$ cat config.mk
export PLATFORM = sky130hd
export DESIGN_NAME = seven_seg_bcd_driver
export DESIGN_NICKNAME = d
export VERILOG_FILES = /design/src/rtl/d2b_display_pkg.sv /design/src/rtl/bin2bcd_seq.sv /design/src/rtl/seven_seg_bcd_driver.sv
export SDC_FILE = /design/constraint.sdc
export NUM_CORES = 1
export LEC_CHECK = 0
export BUFFER_PORTS_ARGS = -buffer_cell sky130_fd_sc_hd__buf_2
export CORE_ASPECT_RATIO = 0.75
export CORE_UTILIZATION = 40
export CTS_CLUSTER_DIAMETER = 150
export DETAILED_ROUTE_END_ITERATION = 7
export PLACE_DENSITY = 0.6
export SLEW_MARGIN = 0
export SYNTH_ARGS = -nofsm -noshare
export SYNTH_HDL_FRONTEND = slang
export SYNTH_HIERARCHICAL = 1
export SYNTH_SLANG_ARGS = --single-unit
$ cat constraint.sdc
create_clock -name clk -period 2.6 [get_ports clk]
set_input_delay 0.13 -clock clk [delete_from_list [all_inputs] [get_ports clk]]
set_output_delay 0.13 -clock clk [all_outputs]
set_load 0.03 [all_outputs]
$ cat src/rtl/d2b_display_pkg.sv
// Shared constants, segment encoder and converter state type for the
// decimal-to-binary game display.
package d2b_display_pkg;

  localparam int NUM_DIGITS = 8;
  localparam logic [6:0] BLANK_SEG = 7'h7F;

  // Active-low {g,f,e,d,c,b,a} patterns for decimal 0..9; index 0 is leftmost
  localparam logic [0:9][6:0] SEG_CODES = {
    7'b1000000, 7'b1111001, 7'b0100100, 7'b0110000, 7'b0011001,
    7'b0010010, 7'b0000010, 7'b1111000, 7'b0000000, 7'b0010000
  };

  typedef enum logic [1:0] {IDLE, CONVERT, COMMIT} conv_state_e;

  // Non-decimal codes fall back to a dark digit rather than a garbage glyph
  function automatic logic [6:0] seg_encode(input logic [3:0] bcd);
    logic [6:0] seg;
    seg = BLANK_SEG;
    if (bcd <= 4'd9) seg = SEG_CODES[bcd];
    return seg;
  endfunction

endpackage

$ cat src/rtl/bin2bcd_seq.sv
// Sequential double-dabble converter. Captures number/level, converts the
// number over ten steps and publishes all eight digits plus blank flags in a
// single commit cycle so the display never sees half-converted values.
module bin2bcd_seq
  import d2b_display_pkg::*;
(
  input  logic                      clk,
  input  logic                      reset,
  input  logic [9:0]                number_i,
  input  logic [3:0]                level_i,
  output logic [NUM_DIGITS*4-1:0]   digit_bcd_o,
  output logic [NUM_DIGITS-1:0]     digit_blank_o
);

  // Power-up picture is number 0 / level 0: only digits 0 and 6 are lit
  localparam logic [NUM_DIGITS-1:0] RESET_BLANK = 8'b1011_1110;

  conv_state_e               state_q;
  logic [9:0]                src_num_q;
  logic [9:0]                num_sh_q;
  logic [3:0]                src_lvl_q;
  logic [15:0]               bcd_q;
  logic [3:0]                step_q;
  logic [NUM_DIGITS*4-1:0]   shown_bcd_q;
  logic [NUM_DIGITS-1:0]     shown_blank_q;

  logic [15:0]               bcd_adj_d;
  logic [15:0]               bcd_step_d;
  logic                      lvl_tens_d;
  logic [3:0]                lvl_ones_d;
  logic [2:0]                num_blank_d;

  genvar gi;
  generate
    for (gi = 0; gi < 4; gi++) begin : g_adj
      assign bcd_adj_d[gi*4 +: 4] = (bcd_q[gi*4 +: 4] >= 4'd5) ?
                                    bcd_q[gi*4 +: 4] + 4'd3 : bcd_q[gi*4 +: 4];
    end
  endgenerate

  // Next MSB of the captured number enters at the bottom of the BCD register
  assign bcd_step_d = {bcd_adj_d[14:0], num_sh_q[9]};

  // Level never exceeds 15, so a single compare gives the tens digit
  assign lvl_tens_d = (src_lvl_q >= 4'd10);
  assign lvl_ones_d = lvl_tens_d ? src_lvl_q - 4'd10 : src_lvl_q;

  // Leading-zero blanking for number digits 3..1; digit 0 always shows
  assign num_blank_d[2] = (bcd_q[15:12] == 4'd0);
  assign num_blank_d[1] = num_blank_d[2] && (bcd_q[11:8] == 4'd0);
  assign num_blank_d[0] = num_blank_d[1] && (bcd_q[7:4] == 4'd0);

  // Capture / convert / commit sequencer; an input change mid-conversion is
  // picked up by the IDLE compare once the current result has been committed
  always_ff @(posedge clk or negedge reset) begin
    if (!reset) begin
      state_q       <= IDLE;
      src_num_q     <= '0;
      num_sh_q      <= '0;
      src_lvl_q     <= '0;
      bcd_q         <= '0;
      step_q        <= '0;
      shown_bcd_q   <= '0;
      shown_blank_q <= RESET_BLANK;
    end else begin
      case (state_q)
        IDLE: begin
          if (number_i != src_num_q || level_i != src_lvl_q) begin
            src_num_q <= number_i;
            num_sh_q  <= number_i;
            src_lvl_q <= level_i;
            bcd_q     <= '0;
            step_q    <= '0;
            state_q   <= CONVERT;
          end
        end
        CONVERT: begin
          if (step_q == 4'd10) begin
            state_q <= COMMIT;
          end else begin
            bcd_q    <= bcd_step_d;
            num_sh_q <= {num_sh_q[8:0], 1'b0};
            step_q   <= step_q + 4'd1;
          end
        end
        COMMIT: begin
          shown_bcd_q   <= {3'b000, lvl_tens_d, lvl_ones_d, 8'h00, bcd_q};
          shown_blank_q <= {~lvl_tens_d, 1'b0, 2'b11, num_blank_d, 1'b0};
          state_q       <= IDLE;
        end
        default: state_q <= IDLE;
      endcase
    end
  end

  assign digit_bcd_o   = shown_bcd_q;
  assign digit_blank_o = shown_blank_q;

endmodule

$ cat src/rtl/seven_seg_bcd_driver.sv
// Eight-digit active-low seven-segment scanner for the game display: number
// on digits 3..0, level on digits 7..6, with a dark guard cycle between slots.
module seven_seg_bcd_driver
  import d2b_display_pkg::*;
#(
  parameter int SCAN_DIV = 12500
)
(
  input  logic                   clk,
  input  logic                   reset,
  input  logic [9:0]             number,
  input  logic [3:0]             level,
  output logic [NUM_DIGITS-1:0]  anode,
  output logic [6:0]             cathode
);

  localparam int DIV_W = $clog2(SCAN_DIV);
  localparam logic [DIV_W-1:0] DIV_LAST = DIV_W'(SCAN_DIV - 1);

  logic [DIV_W-1:0]          div_q;
  logic [2:0]                slot_q;
  logic [NUM_DIGITS-1:0]     anode_q;
  logic [6:0]                cathode_q;

  logic [NUM_DIGITS*4-1:0]   digit_bcd;
  logic [NUM_DIGITS-1:0]     digit_blank;
  logic [6:0]                seg_all [NUM_DIGITS];
  logic                      div_last_d;

  bin2bcd_seq u_bin2bcd (
    .clk           (clk),
    .reset         (reset),
    .number_i      (number),
    .level_i       (level),
    .digit_bcd_o   (digit_bcd),
    .digit_blank_o (digit_blank)
  );

  genvar gi;
  generate
    for (gi = 0; gi < NUM_DIGITS; gi++) begin : g_seg
      assign seg_all[gi] = digit_blank[gi] ? BLANK_SEG : seg_encode(digit_bcd[gi*4 +: 4]);
    end
  endgenerate

  assign div_last_d = (div_q == DIV_LAST);

  // Free-running slot timer; the slot advances on the divider's terminal count
  always_ff @(posedge clk or negedge reset) begin
    if (!reset) begin
      div_q  <= '0;
      slot_q <= '0;
    end else if (div_last_d) begin
      div_q  <= '0;
      slot_q <= slot_q + 3'd1;
    end else begin
      div_q <= div_q + 1'b1;
    end
  end

  // Registered drive: dark on the terminal-count cycle and for blanked digits
  always_ff @(posedge clk or negedge reset) begin
    if (!reset) begin
      anode_q   <= '1;
      cathode_q <= BLANK_SEG;
    end else if (div_last_d || digit_blank[slot_q]) begin
      anode_q   <= '1;
      cathode_q <= BLANK_SEG;
    end else begin
      anode_q   <= ~({{(NUM_DIGITS-1){1'b0}}, 1'b1} << slot_q);
      cathode_q <= seg_all[slot_q];
    end
  end

  assign anode   = anode_q;
  assign cathode = cathode_q;

endmodule

Word-level counts from Yosys, hierarchy flattened
Memories as Yosys holds them, arrays and structs flattened. Cells that the tools add are included.

Flip-flop bits (word level): 103. Memory bits (read-only): 672. Input bits: 16. Output and inout bits: 15. Memories: 6.

$add $sub $neg: 8. $lt $le $gt $ge: 19. Equality and inequality tests: 9. Shift operators: 1. Muxes and demuxes: 47. Bitwise logic cells: 9. Reduce and logical (&&, ||, !) cells: 12.

Memories: (name not given) (depth 16, bits a word 7, rd ports 1, clocked after memory_dff 0, wr ports 0, line d2b_display_pkg.sv:20) `if (bcd <= 4'd9) seg = SEG_CODES[bcd];`; (name not given) (depth 16, bits a word 7, rd ports 1, clocked after memory_dff 0, wr ports 0, line d2b_display_pkg.sv:20); (name not given) (depth 16, bits a word 7, rd ports 1, clocked after memory_dff 0, wr ports 0, line d2b_display_pkg.sv:20); (name not given) (depth 16, bits a word 7, rd ports 1, clocked after memory_dff 0, wr ports 0, line d2b_display_pkg.sv:20); (name not given) (depth 16, bits a word 7, rd ports 1, clocked after memory_dff 0, wr ports 0, line d2b_display_pkg.sv:20); (name not given) (depth 16, bits a word 7, rd ports 1, clocked after memory_dff 0, wr ports 0, line d2b_display_pkg.sv:20).

Operator list (number): $mux W7 (25); $mux W16 (2); $pmux W16 S2 (1); $ge A5 B5 Y1 const B (6); $not A4 Y5 (5); $mux W4 (6); $bmux W7 S3 (1); $le A4 B4 Y1 const B (5); $mux W10 (2); $pmux W10 S2 (1); $ge A4 B3 Y1 const B (4); $add A14 B1 Y14 const B (1); $eq A14 B14 Y1 const B (1); $mux W14 (1); $add A4 B2 Y4 const B (3); $logic_not A4 Y1 (3); $ne A10 B10 Y1 (1); $ge A4 B4 Y1 const B (2); $mux W8 (1); $not A8 Y8 (1); $pmux W4 S2 (1); $shl A1 B3 Y8 const A (1); $not A1 Y5 (1); $add A4 B1 Y4 const B (1); other kinds (24) (29).

Depth between registers and ports, before layout
Word-level depth: 10. Depth in mapped cells: 8. Gate-level depth less buffers: 7.

Modules after synthesis
The synthesis kept the hierarchy.

Modules (own cells, without submodules): bin2bcd_seq (instances 1, cells an instance 323, area an instance 3654.8 µm², seq. area each 1781.7 µm²); seven_seg_bcd_driver (instances 1, cells an instance 365, area an instance 3166.8 µm², seq. area each 819.5 µm²).

Worst setup path after synthesis
OpenSTA, ideal clock, no wires.

Path kind: reg2reg. From: reg slot_q[0]. To: reg cathode_q[0] (netlist: cathode[0]). Arrival: 1.784 ns. Setup slack: 0.734 ns. Cell stages (with the launch flop): 6. Path buffers: 0. Period minus slack after synthesis: 1.866 ns. Cells stage by stage: dfrtp_1 > mux4_2 > and2_1 > a211oi_4 > o21ai_0 > a211o_1.

Longest elaborated chain between the ends: 5. Elaborated cells between the ends (all ways): 8. Classes of those cells: mux: 6; bitwise: 1; reduce/logical: 1.

Ends and longest elaborated chain: start, declared (line seven_seg_bcd_driver.sv:21) `logic [2:0] slot_q;`; start signal, assigned (line seven_seg_bcd_driver.sv:55) `slot_q <= slot_q + 3'd1;`; $not A3 Y4 (not written as such) (line seven_seg_bcd_driver.sv:71) `cathode_q <= seg_all[slot_q];`; $bmux W7 S3 (line seven_seg_bcd_driver.sv:71); $mux W7 (not written as such) (2 in a row) (line seven_seg_bcd_driver.sv:71); $mux W7 (*) (line seven_seg_bcd_driver.sv:66) `end else if (div_last_d || digit_blank[slot_q]) begin`; end signal, assigned (line seven_seg_bcd_driver.sv:71); end, declared (line seven_seg_bcd_driver.sv:23) `logic [6:0] cathode_q;`.

Every way passes the cells marked *; elsewhere a longest branch is shown, timed or not. The select of a mux whose other input is x is not followed. A chain may end at the register's enable or synchronous reset.

Worst setup path after layout
From: reg u_bin2bcd.shown_bcd_q[1] (netlist: u_bin2bcd/digit_bcd_o[1]). To: reg cathode_q[0] (netlist: cathode[0]).

Longest elaborated chain between the ends: 9. Elaborated cells between the ends (all ways): 10. Classes of those cells: order compare: 1; mux: 7; bitwise: 1; memory: 1.

Ends and longest elaborated chain: start, declared (line bin2bcd_seq.sv:24) `logic [NUM_DIGITS*4-1:0] shown_bcd_q;`; start signal, assigned (line bin2bcd_seq.sv:87) `shown_bcd_q <= {3'b000, lvl_tens_d, lvl_ones_d, 8'h00, bcd_q};`; $not A4 Y5 (not written as such) (line d2b_display_pkg.sv:20); $mem_v2 Z16 W7; $mux W7 (not written as such) (2 in a row) (line d2b_display_pkg.sv:20); $mux W7 (*) (line d2b_display_pkg.sv:20); $bmux W7 S3 (*) (line seven_seg_bcd_driver.sv:71); $mux W7 (not written as such) (*) (2 in a row) (line seven_seg_bcd_driver.sv:71); $mux W7 (*) (line seven_seg_bcd_driver.sv:66).

Marked as above.

==> flow_summary.toml <==
[synthesis]
synthCells = 688
synth_seq_cells = 103
ys_async_sr_fraction_pct = 100
yosysTopAreaCell = "dfrtp_1"
synth_cell_types = 65
yosys.area.top_type_share_pct = 30.8
syn_area_sq_mm = 0.00682
synth.most_common_cell = "dfrtp_1"
synth.area.top_cells = "dfrtp_1, ha_1, dfstp_2, mux2_2, xnor2_1"
synth_edf_count = 0
avgSynthCellArea_sq_um = 9.92
synth-main-ff-cell = "dfrtp_1"
yosysSeqAreaShare_pct = 38.1
yosys_warnings = 6
synthTopCellsByCount = "dfrtp_1, ha_1, nand2_1, inv_1, mux2_2"

[sta]
hold_viol = 0
worstMarginPinSlew_ns = 0.654
maxSlewViolCount = 0
setup_viol = 0
finClkSkew_ns = 0.00869
fin_crit_sh_pct = 89.7
final.setup.tns_ns = 0
clock.fmax_ghz = 0.429
min_period_ns = 2.33
rsz0062_at_grt = "no"
slew-limit-headroom_pct = 55.3

[drt]
ant_nets = 0
vias = 4905
vias_per_cell = 5.28
drt_first_pass_iters = 7
drcViolationCount = 0
routed_wl_um = 14100
wire_per_inst_um = 15.2
drtIter0Drc = 436

[floorplanning]
die_area_sq_mm = 0.0176
core-area_sq_mm = 0.0163
die_w_um = 153
die_y_um = 115
ios = 31
rows = 40
start_util_pct = 41.8

[worst_setup_path]
r2r_cells = 7
r2r_start = "u_bin2bcd/digit_bcd_o[1]"
startpoint = "u_bin2bcd/digit_bcd_o[1]"
critical_path_class = "reg -> reg"
r2r_end = "cathode[0]"
crit_end = "cathode[0]"
crit_arrival_ns = 2.63
start_kind = "flop"
crit_required_ns = 2.89
path_max_fanout = 6
cp-end-kind = "flop"
r2r_slack_ns = 0.27

[pwr]
p_per_area_mw_per_mm2 = 988
p_leak_nw = 3.28
irDropWorstVdd_uv = 410
power.total_mw = 7.33

[clocking]
cts_buffer_depth = 2
insertion_delay_ns = 0.35
post_cts_resized = 0
ctsHoldBuffers = 1
cts_made_buffers = 9
path_clk_slew_ns = 0.07
cts.htree.levels = 3
postCtsSetupBuffers = 0
cts-root-buf = "clkbuf_16"
cts_sinks = 103
cts_tree = "yes"

[flow_run]
drv_cap = 0

[finish]
fin_nets = 790
fin_area_sq_mm = 0.00742
n_antenna_cell = 0
drive_gt1_share_pct = 21.0
syn_to_final_growth_pct = 8.75

[place]
placed_area_sq_mm = 0.00712
gp_congestion = 0.852
dpl.hpwl_um = 10800
port_buffers = 30

[hold_path]
min_path_type = "in -> reg"

[global_route]
grt_max_degree = 47
grt_usage_pct = 17.2
grt_pass1_vias = 4848
grt_pass1_wl_um = 24200
grt_overflow = 0
antenna_found_initial = 0

[status]
outcome = "completed"
==> power breakdown <==
group	switching [mW]	leakage [nW]	internal, mW
combinational	1.64	1.88	1.64
sequential	0.586	1.25	2.17
clock	0.585	0.142	0.700
==> worst min-delay path by stage <==
stage,startpoint,depth (start not counted),slack (ns),end
floorplan,reset,0,-0.17,div_q[0]
global placement,reset,1,0.15,u_bin2bcd/num_sh_q[6]
detailed placement,reset,1,0.16,u_bin2bcd/num_sh_q[6]
CTS,level[0],2,0.03,u_bin2bcd/src_lvl_q[0]
global route,level[0],2,0.03,u_bin2bcd/src_lvl_q[0]
finish,level[0],2,0.04,u_bin2bcd/src_lvl_q[0]
==> cells in the final DEF (no fill, tap or decap), types with 9 or more instances in the layout <==
cell type   n
ha_1       60
dfstp_2    19
nor2b_1    14
dfrtp_1    84
nor3_1     18
inv_1      46
nand3_1    14
nand2b_1   16
buf_2      29
mux2_2     42
a21oi_1    32
o22ai_1     9
nand2_1    49
conb_1     15
a211oi_1   11
xnor2_1    26
o21ai_0    37
clkbuf_16   9
nor2_1     41
mux2_4      9
buf_4      13
==> flip-flops by register name (all words and copies together), names as in the netlist, 3 cells and up <==
register                 cells
u_bin2bcd/digit_bcd_o       21
u_bin2bcd/bcd_q             16
div_q                       14
u_bin2bcd/num_sh_q          10
u_bin2bcd/src_num_q         10
anode                        8
cathode                      7
u_bin2bcd/digit_blank_o      4
u_bin2bcd/src_lvl_q          4
u_bin2bcd/step_q             4
slot_q                       3
==> layer usage <==
layer  share of wire [%]  global-route usage [%]  vias up
met5                   0                       0        -
met4                0.92                    4.38        0
met3                 4.9                    4.03        9
met2                  45                    27.1      105
met1                  49                    23.9     2363
li1                    -                       -     2428
==> critical path, stage by stage (launching register included) <==
cell and delay, ns:
dfrtp_1 0.41, inv_1 0.11, ha_1 0.22, or3b_2 0.49, nand2_1 0.18, a21oi_1 0.06
a2111oi_0 0.62, a211o_1 0.19
==> per-stage QoR <==
stage	util (%)	setup slack [ns]	cells	hold slack, ns
after global placement	43.7	0.383	912	0.149
final	45.5	0.267	929	0.0394
after global routing	45.5	0.158	929	0.0281
after floorplan	-	0.734	701	-0.166
after CTS	45.5	0.347	929	0.0295
after detailed placement	43.7	0.399	912	0.158
==> kinds of logic after synthesis <==
| logic type | share of synthesized area, % |
|---|---|
| AO/OA/AOI/OAI | 14.7 |
| AND/OR/NAND/NOR | 14.6 |
| buffers and inverters | 6.57 |
| adder cells (fa/ha/maj) | 11.0 |
| XOR/XNOR | 4.24 |
| multiplexers | 10.6 |
| flip-flops | 38.1 |
| other | 0.110 |
==> area by class of cell <==
type | count | area, sq um
inverter | 47 | 176
multi-input combinational | 509 | 3820
fill | 1512 | 8900
clock buffer | 11 | 253
sequential | 103 | 2600
clock inverter | 5 | 31.3
timing repair buffer | 44 | 273
tap | 210 | 263
(Power assumes the default switching activity.)
